==> config.mk <==
export PLATFORM = sky130hd
export DESIGN_NAME = fsk_frame_rx
export DESIGN_NICKNAME = d
export VERILOG_FILES = /design/src/rtl/fsk_pkg.sv /design/src/rtl/fsk_sync_detect.sv /design/src/rtl/fsk_frame_rx.sv
export SDC_FILE = /design/constraint.sdc
export NUM_CORES = 1
export LEC_CHECK = 0
export CAP_MARGIN = 10
export CELL_PAD_IN_SITES_DETAIL_PLACEMENT = 1
export CELL_PAD_IN_SITES_GLOBAL_PLACEMENT = 2
export CORE_MARGIN = 1
export CORE_UTILIZATION = 42
export CTS_BUF_LIST = sky130_fd_sc_hd__clkbuf_4
export CTS_CLUSTER_SIZE = 16
export DETAILED_ROUTE_END_ITERATION = 16
export HOLD_SLACK_MARGIN = 0.06
export PLACE_DENSITY = 0.92
export SKIP_LAST_GASP = 1
export SYNTH_ARGS = -nofsm -noshare
export SYNTH_HDL_FRONTEND = slang
export SYNTH_HIERARCHICAL = 1
export SYNTH_SLANG_ARGS = --single-unit
==> constraint.sdc <==
create_clock -name sysclk -period 4.95 [get_ports sysclk]
set_clock_uncertainty 0.05 [all_clocks]
set_input_delay 0.495 -clock sysclk [delete_from_list [all_inputs] [get_ports sysclk]]
set_output_delay 0.495 -clock sysclk [all_outputs]
set_load 0.02 [all_outputs]
==> src/rtl/fsk_pkg.sv <==
// rtl/fsk_pkg.sv - shared FSK framing types, defaults and parity helper
//
// Shared between fsk_frame_rx and the matching transmitter so that both ends
// agree on the sync pattern, payload width, state encoding and parity rule.
//   fsk_state_t     : framer state encoding (HUNT, DATA, PAR)
//   DEF_SYNC_WORD   : default sync pattern (low DEF_SYNC_LEN bits used)
//   DEF_SYNC_LEN    : default sync pattern length in bits
//   DEF_DATA_W      : default payload width in bits
//   xor_parity()    : XOR reduction over up to PARITY_MAX_W bits
package fsk_pkg;

    typedef enum logic [1:0] {
        ST_HUNT = 2'd0,
        ST_DATA = 2'd1,
        ST_PAR  = 2'd2
    } fsk_state_t;

    localparam logic [15:0] DEF_SYNC_WORD = 16'h00A5;
    localparam int          DEF_SYNC_LEN  = 8;
    localparam int          DEF_DATA_W    = 16;

    // Widest payload the parity helper covers; narrower payloads are
    // zero-extended by the caller, which does not change the XOR result.
    localparam int          PARITY_MAX_W  = 64;

    // Returns 1 when an odd number of bits are set.  A frame whose payload
    // plus parity bit reduces to 0 has even parity and is accepted.
    function automatic logic xor_parity(input logic [PARITY_MAX_W-1:0] bits);
        return ^bits;
    endfunction

endpackage

==> src/rtl/fsk_sync_detect.sv <==
// rtl/fsk_sync_detect.sv - serial sync-word hunter for the FSK frame receiver
//
// Ports:
//   clk       : clock, rising edge
//   rst       : asynchronous active-high reset, clears the hunt register
//   bit_in    : demodulated bit, sampled when shift_en is high
//   shift_en  : strobe qualified by the receiver being in HUNT
//   match     : combinational, high in the strobe cycle whose bit completes
//               the sync pattern
module fsk_sync_detect
    import fsk_pkg::*;
#(
    parameter int          SYNC_LEN  = DEF_SYNC_LEN,
    parameter logic [15:0] SYNC_WORD = DEF_SYNC_WORD
) (
    input  logic clk,
    input  logic rst,
    input  logic bit_in,
    input  logic shift_en,
    output logic match
);

    localparam logic [SYNC_LEN-1:0] PATTERN = SYNC_WORD[SYNC_LEN-1:0];

    logic [SYNC_LEN-1:0] hunt_q;
    logic [SYNC_LEN-1:0] hunt_next;

    // New bit enters at the LSB, so the oldest bit ends up in the MSB and the
    // pattern reads MSB-first exactly as it was transmitted.
    assign hunt_next = (hunt_q << 1) | SYNC_LEN'(bit_in);
    assign match     = shift_en && (hunt_next == PATTERN);

    // On a match the register is cleared instead of loaded.  It then holds 0
    // for the whole frame (shift_en is low outside HUNT), so the receiver
    // always re-enters HUNT with an empty history and payload bits can never
    // combine with stale sync bits into a false match.
    always_ff @(posedge clk or posedge rst) begin
        if (rst) begin
            hunt_q <= '0;
        end else if (shift_en) begin
            hunt_q <= match ? '0 : hunt_next;
        end
    end

endmodule

==> src/rtl/fsk_frame_rx.sv <==
// rtl/fsk_frame_rx.sv - FSK serial frame receiver: sync hunt, payload capture, optional parity
//
// Frame on the wire: SYNC_LEN sync bits, DATA_W payload bits (MSB first) and,
// when FSK_FRAME_RX_PARITY_EN is defined, one even-parity bit.
// Ports:
//   sysclk     : clock, rising edge
//   reset      : asynchronous active-high reset; drops any partial frame
//   bit_in     : demodulated bit, valid while bit_stb is high
//   bit_stb    : one bit consumed per high cycle (back-to-back allowed)
//   word_out   : last accepted payload, held between frames
//   word_valid : one-cycle pulse, cycle after the final strobe of a good frame
//   parity_err : one-cycle pulse on a parity-rejected frame (0 without macro)
//   sync_lock  : high while receiving payload or parity bit
//   frame_cnt  : accepted frame count, wraps 255 -> 0
// Build option: FSK_FRAME_RX_PARITY_EN adds the PAR state and parity check.
module fsk_frame_rx
    import fsk_pkg::*;
#(
    parameter logic [15:0] SYNC_WORD = DEF_SYNC_WORD,
    parameter int          SYNC_LEN  = DEF_SYNC_LEN,
    parameter int          DATA_W    = DEF_DATA_W
) (
    input  logic              sysclk,
    input  logic              reset,
    input  logic              bit_in,
    input  logic              bit_stb,
    output logic [DATA_W-1:0] word_out,
    output logic              word_valid,
    output logic              parity_err,
    output logic              sync_lock,
    output logic [7:0]        frame_cnt
);

    localparam int                CNT_W    = $clog2(DATA_W + 1);
    localparam logic [CNT_W-1:0]  LAST_IDX = CNT_W'(DATA_W - 1);

    fsk_state_t        state;
    logic [CNT_W-1:0]  bit_cnt;
    logic [DATA_W-1:0] data_sh;
    logic [DATA_W-1:0] data_next;
    logic              sync_match;

    assign data_next = (data_sh << 1) | DATA_W'(bit_in);

    fsk_sync_detect #(
        .SYNC_LEN  (SYNC_LEN),
        .SYNC_WORD (SYNC_WORD)
    ) u_sync_detect (
        .clk      (sysclk),
        .rst      (reset),
        .bit_in   (bit_in),
        .shift_en (bit_stb && (state == ST_HUNT)),
        .match    (sync_match)
    );

`ifdef FSK_FRAME_RX_PARITY_EN
    // data_sh holds the complete payload while in PAR; the frame is good when
    // payload plus the incoming parity bit has an even number of ones.
    logic par_ok;
    assign par_ok = ~(xor_parity(PARITY_MAX_W'(data_sh)) ^ bit_in);
`else
    assign parity_err = 1'b0;
`endif

    always_ff @(posedge sysclk or posedge reset) begin
        if (reset) begin
            state      <= ST_HUNT;
            bit_cnt    <= '0;
            data_sh    <= '0;
            word_out   <= '0;
            word_valid <= 1'b0;
            sync_lock  <= 1'b0;
            frame_cnt  <= 8'd0;
`ifdef FSK_FRAME_RX_PARITY_EN
            parity_err <= 1'b0;
`endif
        end else begin
            // Pulses last exactly one cycle; everything else only moves on a
            // strobe, so idle cycles leave the frame state untouched.
            word_valid <= 1'b0;
`ifdef FSK_FRAME_RX_PARITY_EN
            parity_err <= 1'b0;
`endif
            if (bit_stb) begin
                case (state)
                    ST_HUNT: begin
                        if (sync_match) begin
                            state     <= ST_DATA;
                            bit_cnt   <= '0;
                            sync_lock <= 1'b1;
                        end
                    end

                    ST_DATA: begin
                        data_sh <= data_next;
                        if (bit_cnt == LAST_IDX) begin
`ifdef FSK_FRAME_RX_PARITY_EN
                            // Count reaches DATA_W here, which the counter
                            // width is sized to hold; PAR resets it.
                            state   <= ST_PAR;
                            bit_cnt <= bit_cnt + 1'b1;
`else
                            word_out   <= data_next;
                            word_valid <= 1'b1;
                            frame_cnt  <= frame_cnt + 8'd1;
                            state      <= ST_HUNT;
                            bit_cnt    <= '0;
                            sync_lock  <= 1'b0;
`endif
                        end else begin
                            bit_cnt <= bit_cnt + 1'b1;
                        end
                    end

`ifdef FSK_FRAME_RX_PARITY_EN
                    ST_PAR: begin
                        if (par_ok) begin
                            word_out   <= data_sh;
                            word_valid <= 1'b1;
                            frame_cnt  <= frame_cnt + 8'd1;
                        end else begin
                            parity_err <= 1'b1;
                        end
                        state     <= ST_HUNT;
                        bit_cnt   <= '0;
                        sync_lock <= 1'b0;
                    end
`endif

                    default: begin
                        state     <= ST_HUNT;
                        bit_cnt   <= '0;
                        sync_lock <= 1'b0;
                    end
                endcase
            end
        end
    end

endmodule

Word-level counts from Yosys, hierarchy flattened
Index checks and enable logic that the tools add are counted.

word-level totals
  output and inout bits = 27
  bits of input ports = 4
  register bits after elaboration = 55
  logic and storage cells = 37

operators by class
  add/sub/neg operators = 2
  equal/unequal tests = 5
  reductions and logical operators = 7
  bitwise gates (word level) = 2
  muxes and demuxes = 13

operator list
  cell                                                                    number
  16-bit by 1-bit OR with 16-bit output                                   1
  5-bit two-way mux                                                       2
  5-bit one-hot mux with 2 select lines                                   1
  8-bit by 1-bit adder with 8-bit output (second input constant)          1
  8-bit equality test (second input constant)                             1
  8-bit by 1-bit OR with 8-bit output                                     1
  7-bit two-way mux                                                       1
  3-bit AND reduction                                                     2
  5-bit by 1-bit adder with 5-bit output (second input constant)          1
  5-bit by 4-bit equality test with 1-bit output (second input constant)  1
  1-bit two-way mux                                                       5
  2-bit two-way mux                                                       2
  2-bit one-hot mux with 2 select lines                                   1
  2-bit AND reduction                                                     2
  2-bit by 1-bit equality test with 1-bit output (second input constant)  1
  1-bit logical AND                                                       2
  2-bit zero test                                                         1
  2-bit by 1-bit != test with 1-bit output (second input constant)        1
  2-bit != test (second input constant)                                   1
  1-bit one-hot mux with 2 select lines                                   1

Depth between registers and ports, before layout
Gate-level depths: netlist of the first run.

  word-level depth = 5
  mapped depth = 7
  depth with buffers taken out = 6

Modules after synthesis
Netlist of the first run, hierarchy kept.

modules (own cells, without submodules)
  module           times used  area each (µm²)  cells an instance
  fsk_frame_rx     1           1858.0           129
  fsk_sync_detect  1           334.1            26

Worst setup path after synthesis of the first run
OpenSTA, ideal clock, no wires.

  path kind = input to register
  start = input port bit_stb
  end = register bit_cnt[2]
  cell stages on the path = 6
  data arrival time = 1.525 ns
  path slack = 3.254 ns
  path through = buf_2 > nor2b_1 > buf_2 > and3_1 > o21ai_0 > a22o_1

on the way
  word-level cells in the longest chain between the ends = 4

ends and longest elaborated chain
  what                                                line                   RTL
  start: declaration                                  fsk_frame_rx.sv:26     input logic bit_stb,
  1-bit logical AND                                   fsk_frame_rx.sv:52     .shift_en (bit_stb && (state == ST_HUNT)),
  1-bit logical AND                                   fsk_sync_detect.sv:31  assign match = shift_en && (hunt_next == PATTERN);
  named net sync_match                                fsk_frame_rx.sv:41     logic sync_match;
  2-bit by 1-bit != test with 1-bit output (no line)  --
  2-bit AND reduction (no line)                       --
  end signal: assignment                              fsk_frame_rx.sv:111    bit_cnt <= bit_cnt + 1'b1;
  end: declaration                                    fsk_frame_rx.sv:38     logic [CNT_W-1:0] bit_cnt;

The timed path passes the listed nets, and every way through them passes these cells.
A chain may end at the register's enable or synchronous reset.

Worst setup path in the final report of the first run
Ends and elaborated chain as after synthesis.

==> results of run 1 <==
synthesized netlist by cell type:
cell        n  share of area
nor3_1      2         0.0046
a21boi_0    1         0.0034
nand4bb_4   1          0.013
buf_6       1         0.0051
xor2_1      2         0.0080
a21oi_1     2         0.0046
nor2_4      1         0.0051
nand3_1     5          0.011
nor2_1      3         0.0051
conb_1      1         0.0017
and4_1      1         0.0040
nand2_1     7          0.012
nor2b_1     1         0.0029
buf_4       3          0.010
inv_1       6          0.010
buf_2       3         0.0068
nand2_2     1         0.0029
o22ai_1     2         0.0057
mux2_2     36           0.18
ha_1        2          0.011
nand4b_4    1          0.011
dfrtp_1    53           0.61
nand4bb_1   1         0.0051
a22o_1      1         0.0040
xnor2_1     5          0.020
o21ai_0     4         0.0091
mux2i_1     2         0.0091
nand4_1     5          0.014
and3_1      1         0.0029
nor4b_2     1         0.0068
cell type report:
type | count | share of cell area
clock inverter | 3 | 0.0159
timing repair buffer | 30 | 0.114
tap | 67 | 0.0322
multi-input combinational | 89 | 0.305
sequential | 53 | 0.509
clock buffer | 5 | 0.0144
inverter | 6 | 0.00865
critical path, delay by kind of cell:
kind	cells	cell delay, ns
and+or+nand+nor	2	0.94
buffers and inverters	1	0.63
AOI/OAI and AO/OA	2	0.45
how the worst min path moves through the flow:
stage	slack, ns	cells past startpoint	endpoint	from
after floorplan	0.25	1	u_sync_detect/hunt_q[0]$_DFFE_PP0P_	reset
after global placement	0.41	1	frame_cnt[7]$_DFFE_PP0P_	frame_cnt[7]$_DFFE_PP0P_
after detailed placement	0.43	1	frame_cnt[7]$_DFFE_PP0P_	frame_cnt[7]$_DFFE_PP0P_
after CTS	0.33	2	u_sync_detect/hunt_q[4]$_DFFE_PP0P_	reset
after global routing	0.36	2	u_sync_detect/hunt_q[5]$_DFFE_PP0P_	reset
final	0.33	2	u_sync_detect/hunt_q[5]$_DFFE_PP0P_	reset
power by group:
group	switching, mW	leakage [nW]	internal [mW]
sequential	0.0481	0.724	0.474
clock	0.128	0.0389	0.105
combinational	0.0482	0.450	0.0541
total	0.224	1.21	0.633
flip-flops by register name (all words and copies together), names as in the netlist:
register              cells
word_out                 16
sync_lock                 1
data_sh                  15
word_valid                1
u_sync_detect/hunt_q      7
bit_cnt                   5
frame_cnt                 8
stage by stage:
step / util / total power [mW] / instances / hold WS, ns / setup WS (ns)
after floorplan: - / 0.601 / 155 / 0.248 / 3.25
after global placement: 0.517 / 0.621 / 245 / 0.411 / 2.32
after detailed placement: 0.517 / 0.636 / 245 / 0.426 / 2.24
after CTS: 0.534 / 0.870 / 253 / 0.329 / 2.63
after global routing: 0.534 / 0.907 / 253 / 0.356 / 2.46
final: 0.534 / 0.857 / 253 / 0.330 / 2.64
cell families after synthesis:
| family | count (synthesis) |
|---|---|
| XOR/XNOR | 7 |
| multiplexers | 38 |
| other | 1 |
| AND/OR/NAND/NOR | 31 |
| flip-flops | 53 |
| adder cells (fa/ha/maj) | 2 |
| AO/OA/AOI/OAI | 10 |
| buffers and inverters | 13 |
metal layers:
layer | vias up | track usage | routed length [um]
met5 | - | 0 | 0
met4 | 0 | 0.0713 | 68
met3 | 7 | 0.0339 | 132
met2 | 28 | 0.246 | 1790
met1 | 639 | 0.212 | 1720
li1 | 604 | - | -
==> results.yml, run 1 <==
global_routing:
  grt_max_degree: 47
  overflow: 0
  grt_pass1_vias: 1352
  grt_usage: 0.158
  antenna_found_initial: 0
  grt_pass1_wl_um: 6490
cts:
  numCtsBuffers: 5
  clk_path_buf_depth: 2
  htreeDepth: 2
  clk_latency_ns: 0.36
  cts_sinks: 53
  hold_buffers: 0
  cts_resized: 0
  cts_tree: "yes"
  cts_setup_buffers: 0
  path_clk_slew_ns: 0.14
  root_buffer: "clkbuf_4"
detailed_routing:
  wirelength_um: 3710
  drcViolationCount: 0
  routed_via_density: 5.05
  via_count: 1278
  drt_iter0_drc: 60
  drt_pre_antenna_iters: 4
  post_drt_wl_per_cell_um: 14.7
  ant_nets: 0
finish:
  design_area_mm2: 0.00260
  drive_gt1_frac: 0.263
  mostFrequentLayoutCells: "53 x dfrtp_1, 36 x mux2_2, 29 x clkdlybuf4s50_1, 7 x nand2_1"
  area_growth_pct: 18.8
  antenna_cells: 0
  regArea_mm2: 0.00133
  final_net_count: 191
  multi_input_area_um2: 795
  fill_cells: 499
  layout_commonest_cell: "dfrtp_1"
worst_setup_path:
  path_class: "in2reg"
  crit_fanout: 10
  reg2reg_setup_slack_ns: 2.87
  r2r-end: "word_out[10]$_DFFE_PP0P_"
  reg2reg_depth: 3
  crit_required_ns: 5.16
  cp-end-kind: "flop"
  cpMaxStageDelayCell: "clkdlybuf4s50_1"
  cp.arrival_ns: 2.52
  crit_end: "bit_cnt[2]$_DFFE_PP0P_"
  cp-startpoint: "bit_stb"
  slowest_delay_ns: 0.63
  path_cells: "clkdlybuf4s50_1 > nor2b_1 > and3_1 > o21ai_0 > a22o_1"
  start_kind: "input pin"
  r2r_start: "sync_lock$_DFFE_PP0P_"
floorplanning:
  fp-row-count: 25
  boundaryPins: 31
  core_area_mm2: 0.00488
  dieWidth_um: 74.2
  die-height_um: 74.2
  dieArea_mm2: 0.00551
  initial_core_util: 0.449
synthesis:
  synthAdderAreaFrac: 0.0114
  synth_compound_area_frac: 0.0268
  mappedNetlistArea_mm2: 0.00219
  synth_top_family_by_area: "multiplexers"
  syn_nets: 161
  synth_xor_area_frac: 0.0280
  ys_seq_area_frac: 0.605
  muxShareOfSynthArea: 0.194
  synth_warnings: 6
  synth.distinct_cells: 30
  synth-seq-cells: 53
  synth-simple-area-share: 0.100
  synthCells: 155
  syn_area_per_cell_um2: 14.1
timing:
  fmax_mhz: 432
  rsz0062_at_grt: "false"
  slew_headroom: 0.530
  slew_violations: 0
  final_hold_viol_count: 0
  layout_worst_path_cycle_share: 0.467
  finalCriticalPeriod_ns: 2.31
  setup_viol: 0
  tns_ns: 0
  worst_slew_pin_slew_ns: 0.704
flow_run:
  cap_viol_max_count: 0
outcome:
  status: "finished clean"
pwr:
  ir_drop_mv: 0.217
  p_leak_nw: 1.21
  p_per_area_mw_per_mm2: 329
place:
  dp_hpwl_um: 2660
  post_dp_cell_area_mm2: 0.00252
  portBuffers: 29
  gp_congestion: 0.760
min_path:
  hold_class: "in2async"
Note: power is estimated with default switching activity, not from simulation.
==> run 2, diff against run 1 <==
--- a/config.mk
+++ b/config.mk
@@ -9,12 +9,12 @@
 export CELL_PAD_IN_SITES_DETAIL_PLACEMENT = 1
 export CELL_PAD_IN_SITES_GLOBAL_PLACEMENT = 2
 export CORE_MARGIN = 1
-export CORE_UTILIZATION = 42
+export CORE_UTILIZATION = 39
 export CTS_BUF_LIST = sky130_fd_sc_hd__clkbuf_4
 export CTS_CLUSTER_SIZE = 16
 export DETAILED_ROUTE_END_ITERATION = 16
 export HOLD_SLACK_MARGIN = 0.06
-export PLACE_DENSITY = 0.92
+export PLACE_DENSITY = 0.87
 export SKIP_LAST_GASP = 1
 export SYNTH_ARGS = -nofsm -noshare
 export SYNTH_HDL_FRONTEND = slang
==> constraint.sdc (replaced) <==
create_clock -name sysclk -period 2.3 [get_ports sysclk]
set_clock_uncertainty 0.05 [all_clocks]
set_input_delay 0.23 -clock sysclk [delete_from_list [all_inputs] [get_ports sysclk]]
set_output_delay 0.23 -clock sysclk [all_outputs]
set_load 0.02 [all_outputs]
==> results.yml, run 2 (synthesis gave the netlist of run 1 again) <==
pwr:
  p_per_area_mw_per_mm2: 669
  p_leak_nw: 1.23
  ir_drop_mv: 0.413
worst_setup_path:
  crit_required_ns: 2.02
  cp.arrival_ns: 1.60
  cp_num_cells: 1
  cp-startpoint: "sync_lock$_DFFE_PP0P_"
  start_kind: "flop"
  reg2reg_setup_slack_ns: 0.45
  r2r-end: "word_out[9]$_DFFE_PP0P_"
  critPathTopFamily: "buffers and inverters"
  cpMaxStageDelayCell: "clkdlybuf4s50_1"
  reg2reg_depth: 5
  slowest_delay_ns: 0.68
  r2r_start: "bit_cnt[0]$_DFFE_PP0P_"
  path_cells: "clkdlybuf4s50_1"
  crit_fanout: 11
  crit_buf_inv: 1
  cp-end-kind: "output pin"
  path_class: "reg2out"
  crit_end: "sync_lock"
floorplanning:
  die-height_um: 77.0
  dieWidth_um: 77.0
  boundaryPins: 31
  core_area_mm2: 0.00527
  initial_core_util: 0.416
  fp-row-count: 26
  dieArea_mm2: 0.00592
detailed_routing:
  drt_pre_antenna_iters: 4
  drt_iter0_drc: 51
  wirelength_um: 3900
  post_drt_wl_per_cell_um: 15.0
  ant_nets: 0
  via_count: 1330
  drcViolationCount: 0
  routed_via_density: 5.12
timing:
  final_hold_viol_count: 0
  rsz0062_at_grt: "false"
  slew_headroom: 0.625
  finalCriticalPeriod_ns: 1.88
  tns_ns: 0
  layout_setup_ws_ns: 0.415
  layout_worst_path_cycle_share: 0.819
  setup_viol: 0
  slew_violations: 0
  fmax_mhz: 531
  worst_slew_pin_slew_ns: 0.562
cts:
  numCtsBuffers: 5
  cts_sinks: 53
  root_buffer: "clkbuf_4"
  clk_path_buf_depth: 2
  hold_buffers: 0
  clk_latency_ns: 0.37
  htreeDepth: 2
  path_clk_slew_ns: 0.14
  cts_setup_buffers: 0
  cts_resized: 0
  cts_tree: "yes"
finish:
  layout_commonest_cell: "dfrtp_1"
  largestRegisters: "word_out x16, data_sh x15, frame_cnt x8"
  fill_cells: 570
  top_register: "word_out"
  drive_gt1_frac: 0.289
  largest_reg_flops: 16
  mostFrequentLayoutCells: "53 x dfrtp_1, 36 x mux2_2, 29 x clkdlybuf4s50_1, 7 x nand2_1"
  final_net_count: 195
  area_growth_pct: 20.0
  antenna_cells: 0
place:
  gp_congestion: 0.763
  place_ws_ns: 0.153
  portBuffers: 29
  dp_hpwl_um: 2910
global_routing:
  overflow: 0
  grt_pass1_vias: 1455
  antenna_found_initial: 0
  grt_usage: 0.150
  grt_max_degree: 29
  grt_pass1_wl_um: 6960
outcome:
  status: "finished clean"
flow_run:
  cap_viol_max_count: 0
min_path:
  hold_class: "in2async"
==> run 2: cell count changes in the layout (fill, tap and decap cells not counted), sizes merged <==
cell | before | now
buf | 1 | 5
inv | 5 | 7
clkinv | 2 | 1
bufinv | 1 | 0
==> run 2: layout make-up <==
cell class	count	area, um^2	area share
Clock buffer	5	37.5	0.0143
Clock inverter	3	21.3	0.00809
Inverter	6	22.5	0.00856
Multi-Input combinational cell	89	795	0.302
Sequential cell	53	1330	0.504
Tap cell	70	87.6	0.0333
Timing Repair Buffer	34	340	0.129
==> run 2: routing by layer <==
metal  global-route usage  routed length [um]  part of all wire
met1                0.187                1660              0.42
met2                0.259                2090              0.54
met3               0.0286                 111             0.028
met4               0.0509                  42             0.011
met5                    0                   0                 0
==> run 2: worst min-delay path by stage <==
stage	slack, ns	depth (start not counted)	startpoint	end
2_1_floorplan	-0.02	1	reset	u_sync_detect/hunt_q[0]$_DFFE_PP0P_
3_3_place_gp	0.41	1	frame_cnt[7]$_DFFE_PP0P_	frame_cnt[7]$_DFFE_PP0P_
3_5_place_dp	0.43	1	frame_cnt[7]$_DFFE_PP0P_	frame_cnt[7]$_DFFE_PP0P_
4_1_cts	0.07	2	reset	u_sync_detect/hunt_q[3]$_DFFE_PP0P_
5_1_grt	0.08	2	reset	u_sync_detect/hunt_q[3]$_DFFE_PP0P_
6_report	0.07	2	reset	u_sync_detect/hunt_q[2]$_DFFE_PP0P_
==> run 2: stage by stage <==
step | total power, mW | util | instances | instance area (um^2) | hold WS [ns]
after global placement | 1.34 | 0.488 | 252 | 2570 | 0.412
after floorplan | 1.29 | - | 155 | 2190 | -0.0166
after CTS | 1.79 | 0.499 | 260 | 2630 | 0.0671
after global routing | 1.86 | 0.499 | 260 | 2630 | 0.0772
after detailed placement | 1.37 | 0.488 | 252 | 2570 | 0.431
final | 1.76 | 0.499 | 260 | 2630 | 0.0721
==> run 2: power by group <==
group          total, mW  switching [mW]  internal (mW)
logic              0.227           0.105          0.122
registers           1.12          0.0959           1.02
clock network      0.417           0.295          0.122
total               1.76           0.495           1.26
